**src/rtl/exec_pkg.sv**
```systemverilog
// rtl/exec_pkg.sv - shared ALU/MD opcodes, forward selects and MD FSM state for the execute stage
package exec_pkg;

    localparam logic [3:0] ALU_AND  = 4'd0;
    localparam logic [3:0] ALU_OR   = 4'd1;
    localparam logic [3:0] ALU_ADD  = 4'd2;
    localparam logic [3:0] ALU_XOR  = 4'd3;
    localparam logic [3:0] ALU_SLL  = 4'd4;
    localparam logic [3:0] ALU_SRL  = 4'd5;
    localparam logic [3:0] ALU_SUB  = 4'd6;
    localparam logic [3:0] ALU_SLT  = 4'd7;
    localparam logic [3:0] ALU_SLTU = 4'd8;
    localparam logic [3:0] ALU_SRA  = 4'd9;
    localparam logic [3:0] ALU_NOR  = 4'd10;

    localparam logic [2:0] MD_NONE  = 3'd0;
    localparam logic [2:0] MD_MULT  = 3'd1;
    localparam logic [2:0] MD_MULTU = 3'd2;
    localparam logic [2:0] MD_DIV   = 3'd3;
    localparam logic [2:0] MD_DIVU  = 3'd4;
    localparam logic [2:0] MD_MFHI  = 3'd5;
    localparam logic [2:0] MD_MFLO  = 3'd6;

    localparam logic [1:0] FWD_REG     = 2'd0;
    localparam logic [1:0] FWD_RESULTW = 2'd1;
    localparam logic [1:0] FWD_ALUOUTM = 2'd2;

    typedef enum logic [1:0] {
        S_IDLE = 2'd0,
        S_MUL  = 2'd1,
        S_DIV  = 2'd2,
        S_FIX  = 2'd3
    } md_state_e;

endpackage

```
**src/rtl/execute_stage_md_if.sv**
```systemverilog
// rtl/execute_stage_md_if.sv - decode/forwarding inputs and execute-stage outputs bundled as one bus
interface execute_stage_md_if #(
    parameter int DATA_W = 32,
    parameter int REG_AW = 5
);
    localparam int SH_W = $clog2(DATA_W);

    logic              FlushE;
    logic              StallE;
    logic [2:0]        CtrlD;
    logic [3:0]        ALUControlD;
    logic              ALUSrcD;
    logic              RegDstD;
    logic [2:0]        MDOpD;
    logic [DATA_W-1:0] RD1D;
    logic [DATA_W-1:0] RD2D;
    logic [DATA_W-1:0] SignImmD;
    logic [REG_AW-1:0] RsD;
    logic [REG_AW-1:0] RtD;
    logic [REG_AW-1:0] RdD;
    logic [SH_W-1:0]   ShamtD;
    logic [DATA_W-1:0] ResultW;
    logic [DATA_W-1:0] ALUOutM;
    logic [1:0]        ForwardAE;
    logic [1:0]        ForwardBE;

    logic [2:0]        CtrlE;
    logic [REG_AW-1:0] RsE;
    logic [REG_AW-1:0] RtE;
    logic [REG_AW-1:0] WriteRegE;
    logic [DATA_W-1:0] WriteDataE;
    logic [DATA_W-1:0] ALUOutE;
    logic              MDBusyE;

    modport master (
        output FlushE, StallE, CtrlD, ALUControlD, ALUSrcD, RegDstD, MDOpD,
               RD1D, RD2D, SignImmD, RsD, RtD, RdD, ShamtD, ResultW, ALUOutM,
               ForwardAE, ForwardBE,
        input  CtrlE, RsE, RtE, WriteRegE, WriteDataE, ALUOutE, MDBusyE
    );

    modport slave (
        input  FlushE, StallE, CtrlD, ALUControlD, ALUSrcD, RegDstD, MDOpD,
               RD1D, RD2D, SignImmD, RsD, RtD, RdD, ShamtD, ResultW, ALUOutM,
               ForwardAE, ForwardBE,
        output CtrlE, RsE, RtE, WriteRegE, WriteDataE, ALUOutE, MDBusyE
    );

endinterface

```
**src/rtl/md_unit.sv**
```systemverilog
// rtl/md_unit.sv - iterative shift-add multiplier / restoring divider producing HI and LO
module md_unit
    import exec_pkg::*;
#(
    parameter int DATA_W = 32
) (
    input  logic              clk,
    input  logic              rst_n,
    input  logic [2:0]        md_op_i,
    input  logic [DATA_W-1:0] a_i,
    input  logic [DATA_W-1:0] b_i,
    output logic              busy_o,
    output logic [DATA_W-1:0] hi_o,
    output logic [DATA_W-1:0] lo_o
);
    localparam int SH_W = $clog2(DATA_W);
    localparam logic [SH_W-1:0] CNT_LAST = SH_W'(DATA_W - 1);

    md_state_e           state_q;
    logic [SH_W-1:0]     cnt_q;
    logic [2*DATA_W-1:0] work_q;
    logic [DATA_W-1:0]   operand_q;
    logic [DATA_W-1:0]   dividend_q;
    logic                is_div_q;
    logic                div_zero_q;
    logic                neg_res_q;
    logic                neg_rem_q;
    logic [DATA_W-1:0]   hi_q;
    logic [DATA_W-1:0]   lo_q;

    logic                signed_op;
    logic                neg_a;
    logic                neg_b;
    logic [DATA_W-1:0]   mag_a;
    logic [DATA_W-1:0]   mag_b;
    logic [DATA_W:0]     mul_sum;
    logic [DATA_W:0]     div_shift;
    logic [DATA_W:0]     div_diff;
    logic [2*DATA_W-1:0] mul_next_d;
    logic [2*DATA_W-1:0] div_next_d;

    assign signed_op = (md_op_i == MD_MULT) || (md_op_i == MD_DIV);
    assign neg_a     = signed_op & a_i[DATA_W-1];
    assign neg_b     = signed_op & b_i[DATA_W-1];
    assign mag_a     = neg_a ? -a_i : a_i;
    assign mag_b     = neg_b ? -b_i : b_i;

    // work_q is {partial product, multiplier} for MUL and {remainder, quotient} for DIV
    assign mul_sum    = {1'b0, work_q[2*DATA_W-1:DATA_W]} + (work_q[0] ? {1'b0, operand_q} : '0);
    assign mul_next_d = {mul_sum, work_q[DATA_W-1:1]};

    assign div_shift  = {work_q[2*DATA_W-1:DATA_W], work_q[DATA_W-1]};
    assign div_diff   = div_shift - {1'b0, operand_q};
    assign div_next_d = div_diff[DATA_W] ? {div_shift[DATA_W-1:0], work_q[DATA_W-2:0], 1'b0}
                                         : {div_diff[DATA_W-1:0], work_q[DATA_W-2:0], 1'b1};

    always_ff @(posedge clk or negedge rst_n) begin
        if (!rst_n) begin
            state_q    <= S_IDLE;
            cnt_q      <= '0;
            work_q     <= '0;
            operand_q  <= '0;
            dividend_q <= '0;
            is_div_q   <= 1'b0;
            div_zero_q <= 1'b0;
            neg_res_q  <= 1'b0;
            neg_rem_q  <= 1'b0;
            hi_q       <= '0;
            lo_q       <= '0;
        end else begin
            case (state_q)
                S_IDLE: begin
                    cnt_q      <= '0;
                    neg_res_q  <= neg_a ^ neg_b;
                    neg_rem_q  <= neg_a;
                    dividend_q <= a_i;
                    div_zero_q <= (b_i == '0);
                    if (md_op_i == MD_MULT || md_op_i == MD_MULTU) begin
                        state_q   <= S_MUL;
                        is_div_q  <= 1'b0;
                        work_q    <= {{DATA_W{1'b0}}, mag_b};
                        operand_q <= mag_a;
                    end else if (md_op_i == MD_DIV || md_op_i == MD_DIVU) begin
                        state_q   <= S_DIV;
                        is_div_q  <= 1'b1;
                        work_q    <= {{DATA_W{1'b0}}, mag_a};
                        operand_q <= mag_b;
                    end
                end
                S_MUL, S_DIV: begin
                    work_q <= (state_q == S_MUL) ? mul_next_d : div_next_d;
                    cnt_q  <= cnt_q + 1'b1;
                    if (cnt_q == CNT_LAST) begin
                        state_q <= S_FIX;
                    end
                end
                S_FIX: begin
                    state_q <= S_IDLE;
                    if (!is_div_q) begin
                        {hi_q, lo_q} <= neg_res_q ? -work_q : work_q;
                    end else if (div_zero_q) begin
                        lo_q <= '1;
                        hi_q <= dividend_q;
                    end else begin
                        lo_q <= neg_res_q ? -work_q[DATA_W-1:0] : work_q[DATA_W-1:0];
                        hi_q <= neg_rem_q ? -work_q[2*DATA_W-1:DATA_W] : work_q[2*DATA_W-1:DATA_W];
                    end
                end
                default: state_q <= S_IDLE;
            endcase
        end
    end

    assign busy_o = (state_q != S_IDLE);
    assign hi_o   = hi_q;
    assign lo_o   = lo_q;

endmodule

```
**src/rtl/execute_stage_md.sv**
```systemverilog
// rtl/execute_stage_md.sv - ID/EX register, forwarding muxes, ALU and HI/LO readout around md_unit
module execute_stage_md
    import exec_pkg::*;
#(
    parameter int DATA_W = 32,
    parameter int REG_AW = 5
) (
    input logic         clk,
    input logic         rst_n,
    execute_stage_md_if.slave bus
);
    localparam int SH_W = $clog2(DATA_W);

    typedef struct packed {
        logic [2:0]        ctrl;
        logic [3:0]        alu_ctrl;
        logic              alu_src;
        logic              reg_dst;
        logic [2:0]        md_op;
        logic [DATA_W-1:0] rd1;
        logic [DATA_W-1:0] rd2;
        logic [DATA_W-1:0] imm;
        logic [REG_AW-1:0] rs;
        logic [REG_AW-1:0] rt;
        logic [REG_AW-1:0] rd;
        logic [SH_W-1:0]   shamt;
    } idex_t;

    idex_t             idex_q;
    idex_t             idex_d;
    logic              md_busy;
    logic [DATA_W-1:0] md_hi;
    logic [DATA_W-1:0] md_lo;
    logic [DATA_W-1:0] src_a;
    logic [DATA_W-1:0] fwd_b;
    logic [DATA_W-1:0] src_b;
    logic [DATA_W-1:0] alu_res;

    // A busy multiply/divide freezes whatever sits in E until the unit is idle again
    always_comb begin
        idex_d = idex_q;
        if (bus.FlushE) begin
            idex_d = '0;
        end else if (!(bus.StallE || md_busy)) begin
            idex_d.ctrl     = bus.CtrlD;
            idex_d.alu_ctrl = bus.ALUControlD;
            idex_d.alu_src  = bus.ALUSrcD;
            idex_d.reg_dst  = bus.RegDstD;
            idex_d.md_op    = bus.MDOpD;
            idex_d.rd1      = bus.RD1D;
            idex_d.rd2      = bus.RD2D;
            idex_d.imm      = bus.SignImmD;
            idex_d.rs       = bus.RsD;
            idex_d.rt       = bus.RtD;
            idex_d.rd       = bus.RdD;
            idex_d.shamt    = bus.ShamtD;
        end
    end

    always_ff @(posedge clk or negedge rst_n) begin
        if (!rst_n) begin
            idex_q <= '0;
        end else begin
            idex_q <= idex_d;
        end
    end

    always_comb begin
        case (bus.ForwardAE)
            FWD_RESULTW: src_a = bus.ResultW;
            FWD_ALUOUTM: src_a = bus.ALUOutM;
            default:     src_a = idex_q.rd1;
        endcase
        case (bus.ForwardBE)
            FWD_RESULTW: fwd_b = bus.ResultW;
            FWD_ALUOUTM: fwd_b = bus.ALUOutM;
            default:     fwd_b = idex_q.rd2;
        endcase
    end

    assign src_b = idex_q.alu_src ? idex_q.imm : fwd_b;

    always_comb begin
        alu_res = '0;
        case (idex_q.alu_ctrl)
            ALU_AND:  alu_res = src_a & src_b;
            ALU_OR:   alu_res = src_a | src_b;
            ALU_ADD:  alu_res = src_a + src_b;
            ALU_XOR:  alu_res = src_a ^ src_b;
            ALU_SLL:  alu_res = src_b << idex_q.shamt;
            ALU_SRL:  alu_res = src_b >> idex_q.shamt;
            ALU_SUB:  alu_res = src_a - src_b;
            ALU_SLT:  alu_res = {{(DATA_W-1){1'b0}}, ($signed(src_a) < $signed(src_b))};
            ALU_SLTU: alu_res = {{(DATA_W-1){1'b0}}, (src_a < src_b)};
            ALU_SRA:  alu_res = $signed(src_b) >>> idex_q.shamt;
            ALU_NOR:  alu_res = ~(src_a | src_b);
            default:  alu_res = '0;
        endcase
    end

    md_unit #(
        .DATA_W (DATA_W)
    ) u_md (
        .clk     (clk),
        .rst_n   (rst_n),
        .md_op_i (idex_q.md_op),
        .a_i     (src_a),
        .b_i     (fwd_b),
        .busy_o  (md_busy),
        .hi_o    (md_hi),
        .lo_o    (md_lo)
    );

    assign bus.CtrlE      = idex_q.ctrl;
    assign bus.RsE        = idex_q.rs;
    assign bus.RtE        = idex_q.rt;
    assign bus.WriteRegE  = idex_q.reg_dst ? idex_q.rd : idex_q.rt;
    assign bus.WriteDataE = fwd_b;
    assign bus.ALUOutE    = (idex_q.md_op == MD_MFHI) ? md_hi :
                            (idex_q.md_op == MD_MFLO) ? md_lo : alu_res;
    assign bus.MDBusyE    = md_busy;

endmodule

```
**src/flat_wrapper.sv**
```systemverilog
// flat-port wrapper written by rule: the top's interface ports become plain ports
module execute_stage_md_flat import exec_pkg::*;
#(
    parameter int DATA_W = 32,
    parameter int REG_AW = 5
)
  (clk, rst_n, bus_FlushE, bus_StallE, bus_CtrlD, bus_ALUControlD, bus_ALUSrcD, bus_RegDstD, bus_MDOpD, bus_RD1D, bus_RD2D, bus_SignImmD, bus_RsD, bus_RtD, bus_RdD, bus_ShamtD, bus_ResultW, bus_ALUOutM, bus_ForwardAE, bus_ForwardBE, bus_CtrlE, bus_RsE, bus_RtE, bus_WriteRegE, bus_WriteDataE, bus_ALUOutE, bus_MDBusyE);
  execute_stage_md_if #(.DATA_W(DATA_W), .REG_AW(REG_AW)) bus_i ();
  input logic clk;
  input logic rst_n;
  input wire logic [$bits(bus_i.FlushE)-1:0] bus_FlushE;
  input wire logic [$bits(bus_i.StallE)-1:0] bus_StallE;
  input wire logic [$bits(bus_i.CtrlD)-1:0] bus_CtrlD;
  input wire logic [$bits(bus_i.ALUControlD)-1:0] bus_ALUControlD;
  input wire logic [$bits(bus_i.ALUSrcD)-1:0] bus_ALUSrcD;
  input wire logic [$bits(bus_i.RegDstD)-1:0] bus_RegDstD;
  input wire logic [$bits(bus_i.MDOpD)-1:0] bus_MDOpD;
  input wire logic [$bits(bus_i.RD1D)-1:0] bus_RD1D;
  input wire logic [$bits(bus_i.RD2D)-1:0] bus_RD2D;
  input wire logic [$bits(bus_i.SignImmD)-1:0] bus_SignImmD;
  input wire logic [$bits(bus_i.RsD)-1:0] bus_RsD;
  input wire logic [$bits(bus_i.RtD)-1:0] bus_RtD;
  input wire logic [$bits(bus_i.RdD)-1:0] bus_RdD;
  input wire logic [$bits(bus_i.ShamtD)-1:0] bus_ShamtD;
  input wire logic [$bits(bus_i.ResultW)-1:0] bus_ResultW;
  input wire logic [$bits(bus_i.ALUOutM)-1:0] bus_ALUOutM;
  input wire logic [$bits(bus_i.ForwardAE)-1:0] bus_ForwardAE;
  input wire logic [$bits(bus_i.ForwardBE)-1:0] bus_ForwardBE;
  output wire logic [$bits(bus_i.CtrlE)-1:0] bus_CtrlE;
  output wire logic [$bits(bus_i.RsE)-1:0] bus_RsE;
  output wire logic [$bits(bus_i.RtE)-1:0] bus_RtE;
  output wire logic [$bits(bus_i.WriteRegE)-1:0] bus_WriteRegE;
  output wire logic [$bits(bus_i.WriteDataE)-1:0] bus_WriteDataE;
  output wire logic [$bits(bus_i.ALUOutE)-1:0] bus_ALUOutE;
  output wire logic [$bits(bus_i.MDBusyE)-1:0] bus_MDBusyE;
  assign bus_i.FlushE = bus_FlushE;
  assign bus_i.StallE = bus_StallE;
  assign bus_i.CtrlD = bus_CtrlD;
  assign bus_i.ALUControlD = bus_ALUControlD;
  assign bus_i.ALUSrcD = bus_ALUSrcD;
  assign bus_i.RegDstD = bus_RegDstD;
  assign bus_i.MDOpD = bus_MDOpD;
  assign bus_i.RD1D = bus_RD1D;
  assign bus_i.RD2D = bus_RD2D;
  assign bus_i.SignImmD = bus_SignImmD;
  assign bus_i.RsD = bus_RsD;
  assign bus_i.RtD = bus_RtD;
  assign bus_i.RdD = bus_RdD;
  assign bus_i.ShamtD = bus_ShamtD;
  assign bus_i.ResultW = bus_ResultW;
  assign bus_i.ALUOutM = bus_ALUOutM;
  assign bus_i.ForwardAE = bus_ForwardAE;
  assign bus_i.ForwardBE = bus_ForwardBE;
  assign bus_CtrlE = bus_i.CtrlE;
  assign bus_RsE = bus_i.RsE;
  assign bus_RtE = bus_i.RtE;
  assign bus_WriteRegE = bus_i.WriteRegE;
  assign bus_WriteDataE = bus_i.WriteDataE;
  assign bus_ALUOutE = bus_i.ALUOutE;
  assign bus_MDBusyE = bus_i.MDBusyE;
  execute_stage_md #(.DATA_W(DATA_W), .REG_AW(REG_AW)) u_core (.clk(clk), .rst_n(rst_n), .bus(bus_i));
endmodule
```
**config.mk**
```make
export PLATFORM = sky130hd
export DESIGN_NAME = execute_stage_md_flat
export DESIGN_NICKNAME = d
export VERILOG_FILES = /design/src/rtl/exec_pkg.sv /design/src/rtl/execute_stage_md_if.sv /design/src/rtl/md_unit.sv /design/src/rtl/execute_stage_md.sv /design/src/flat_wrapper.sv
export SDC_FILE = /design/constraint.sdc
export NUM_CORES = 2
export LEC_CHECK = 0
export CAP_MARGIN = 20
export CORE_AREA = 2 2 386 197
export CTS_CLUSTER_SIZE = 40
export DETAILED_ROUTE_END_ITERATION = 6
export DIE_AREA = 0 0 388 199
export GPL_TIMING_DRIVEN = 0
export PLACE_DENSITY = 0.61
export SLEW_MARGIN = 20
export SYNTH_ARGS = -nofsm -noshare
export SYNTH_HDL_FRONTEND = slang
export SYNTH_SLANG_ARGS = --single-unit
```
**constraint.sdc**
```tcl
create_clock -name clk -period 8.45 [get_ports clk]
set_input_delay 1.69 -clock clk [delete_from_list [all_inputs] [get_ports clk]]
set_output_delay 1.69 -clock clk [all_outputs]
set_load 0.02 [all_outputs]
```
==> qor.csv <==
stage,metric,value,unit
timing,shortest period the worst path allows,8710,ps
min_path,Hold Crit Class,flop to flop,
clocking,CTS tree,done,
synth,synthesized area,32900,um2
global_route,vias in the first global route,35100,
floorplanning,num ports,283,
synth,Mapped Nets,4562,
global_route,grt ovf,0,
clocking,"Clk pin slew, worst setup/hold paths",60,ps
synth,Synth area leader,dfrtp_1,
clocking,clk sink count,331,
synth,mux cell area share after synthesis,9.68,%
clocking,Root Buffer,clkbuf_16,
synth,xor-xnor portion of the synthesized cell area,5.29,%
global_route,global-route wire length before repair,281000,um
synth,Async SR Flop Fraction,100,%
placed_design,dpl cells,5464,
routing,DRT Pass-1 Iters,7,
worst_setup_path,Setup crit start kind,input port,
placed_design,GP Congestion,1.17,
timing,fin. max-slew vios,0,
timing,final setup TNS,-1780,ps
placed_design,input/output buffers,282,
global_route,GRT Util Overall,52.0,%
synth,"EDFF count, synth",0,
run_status,violated checks,"DRC, setup timing",
cells_and_area,most frequent cells in the layout,"nand2_1, nor2_1, a21oi_1",
pwr,Pleak,16.8,nW
worst_setup_path,maximum fanout along the worst path,10,
synth,Post-Synth Simple-Gate Area,16.1,%
timing,Worst slew margin,6.61,%
floorplanning,Core Box Area,74100,um2
timing,Max Fclk,115,MHz
cells_and_area,Nets,4941,
routing,Total Wirelength,208000,um
clocking,H-Tree Depth,2,
timing,skew final,36.8,ps
timing,period utilization,103,%
routing,vias per cell,7.23,
worst_setup_path,critical setup path kind,input port to output port,
timing,"Hold Vio Cnt, Final",0,
pwr,worst vdd ir,0.000260,V
global_route,initial antenna violation count,16,
clocking,CTS buffer count,35,
clocking,deepest clock path buffer count,3,
synth,#FFs+latches synth,331,
timing,Final WS setup,-258,ps
synth,Avg Inst Size Synth,7.90,um2
floorplanning,chip height,199,um
cells_and_area,Layout area overhead,22.7,%
synth,top-area cell type share of the netlist area,25.1,%
synth,largest family of logic cells by synthesized area,compound AO/OA/AOI/OAI gates,
routing,starting DRC count in detailed routing,8314,
pwr,power per standard cell area,360,nW/um2
cells_and_area,"most common cell after layout, fill and taps aside",nand2_1,
synth,Synth Area in Compound Gates,29.6,%
routing,DR vias,40300,
worst_setup_path,Worst EP arrival,7020,ps
worst_setup_path,Worst Path Required,6760,ps
synth,Yosys cell types,84,
synth,Yosys warning total,0,
synth,sequential fraction of the synthesis area,25.1,%
run,max cap viols,0,
worst_setup_path,Critical Path Sink Type,output port,
cells_and_area,final non-filler cell total,5575,
cells_and_area,share of layout cells above drive strength 1,12.6,%
floorplanning,Initial Util,44.5,%
routing,routed len/inst,37.4,um
timing,RSZ-0062 raised after global routing,true,
floorplanning,Die ar.,77200,um2
global_route,largest net degree at the start of global routing,97,
timing,Setup Viol. Count Final,15,
floorplanning,Std-Cell Rows,71,
synth,adder-cell share of the synthesized area,7.27,%
floorplanning,chip width,388,um
synth,cells after synthesis,4173,
routing,Antenna Nets Post-Route,0,
synth,dominant synthesized flop cell,dfrtp_1,
timing,worst-margin pin slew,1400,ps
placed_design,Setup WS pre-CTS,-2700,ps
placed_design,dpl hpwl,170000,um
run_status,status,finished with violations,
routing,final routed DRC violation total,53,
clocking,worst skew pair latency,630,ps
synth,top post-synthesis cells by area,"dfrtp_1, ha_1, a21oi_1",
[cell families after synthesis]
| logic type | Yosys count |
|---|---|
| AOI/OAI and AO/OA | 1465 |
| adders and majority gates | 189 |
| muxes | 249 |
| buffers and inverters | 572 |
| DFF | 331 |
| xor gates and xnor gates | 199 |
| and+or+nand+nor | 1168 |
[cell type report]
type	instances	area, um2
diodes	12	30.0
inverters	245	966
plain buffers	313	1440
flip-flops and latches	331	8280
clock buffers	44	920
repair buffers	356	3480
multi-input cells	3270	23800
well taps	985	1230
clock inverters	19	284
fillers	6961	33700
[state kept, by name, indices dropped and copies added (netlist names), 2 cells and up]
name                    cells
u_core.idex_q             115
u_core.u_md.work_q         64
u_core.u_md.dividend_q     32
u_core.u_md.hi_o           32
u_core.u_md.lo_o           32
u_core.u_md.operand_q      32
u_core.bus.RsE              5
u_core.bus.RtE              5
u_core.u_md.cnt_q           5
u_core.bus.CtrlE            3
u_core.u_md.state_q         2
[worst max-delay path, stage by stage]
cell and delay, ps:
clkdlybuf4s50_1 500, ha_4 390, buf_2 260, nand2_1 80, o21ai_1 280, inv_1 240
ha_1 350, clkbuf_1 270, a21o_1 230, a21oi_1 320, o31ai_4 180, a21oi_1 250
nor2b_2 350, nor2_1 180, a31o_2 300, a221o_1 340, o21ai_0 180, a31oi_1 210
dlygate4sd2_1 380
[report_power, final]
part           switching (mW)  internal [mW]  leakage (nW)  total [mW]
Combinational            6.95           3.06          11.9        10.0
Sequential              0.651           2.11          4.33        2.76
Clock                   0.804          0.970         0.572        1.77
[path summary, 6_finish.rpt]
kind	from	endpoint	slack [ps]	depth (start not counted)
hold / removal	u_core.u_md.operand_q[7]	u_core.u_md.operand_q[7]	490	1
setup / recovery	bus_ForwardAE[1]	bus_ALUOutE[17]	-260	19
hold reg to reg	u_core.u_md.operand_q[7]	u_core.u_md.operand_q[7]	490	1
min in group asynchronous	rst_n	u_core.idex_q[123]	880	1
setup reg to reg	u_core.u_md.work_q[31]	u_core.u_md.work_q[46]	2020	15
max in group asynchronous	rst_n	u_core.u_md.operand_q[31]	6320	3
[synthesized netlist by cell type (34+ instances only)]
library cell and count:
buf_1 34, mux2i_1 124, nor3_1 66, a22o_1 139, a21oi_1 350, nand2_1 410
mux4_2 48, mux2_2 77, a21o_1 41, a31oi_1 41, o21ai_0 302, xor2_1 62
clkbuf_1 259, nor2_1 371, a221oi_1 66, nor2b_1 53, a211oi_1 54, dfrtp_1 331
o22ai_1 40, o31ai_1 68, xnor2_1 137, ha_1 185, a22oi_1 52, o211ai_1 57
inv_1 237, nand3_1 48
[per-stage QoR]
stage / utilization [%] / instance area [um2] / hold WS [ps] / total power, mW
floorplan: - / 32900 / 439 / 7.60
global placement: 49.9 / 37000 / 463 / 11.3
detailed placement: 50.5 / 37400 / 474 / 11.4
CTS: 53.9 / 39900 / 488 / 13.4
global route: 54.5 / 40400 / 498 / 14.6
finish: 54.6 / 40400 / 487 / 14.5
[layer usage]
layer / vias to the layer above / track usage [%] / share of wire, %
met1: 19500 / 73.1 / 42
met5: - / 17.1 / 1.0
met3: 533 / 41.8 / 23
li1: 16100 / - / -
met4: 44 / 13.8 / 3.4
met2: 4138 / 54.7 / 31
[what timing repair did]
item                                   4_1_cts  5_1_grt
endpoints found under the hold margin        0        0
cloned                                       0        0
pin swaps                                   31       26
setup endpoints to repair                   32       30
setup buffers                               30       20
gates resized for setup                    284      100
hold buffers                                 0        0
Note: power is estimated with default switching activity, not from simulation.
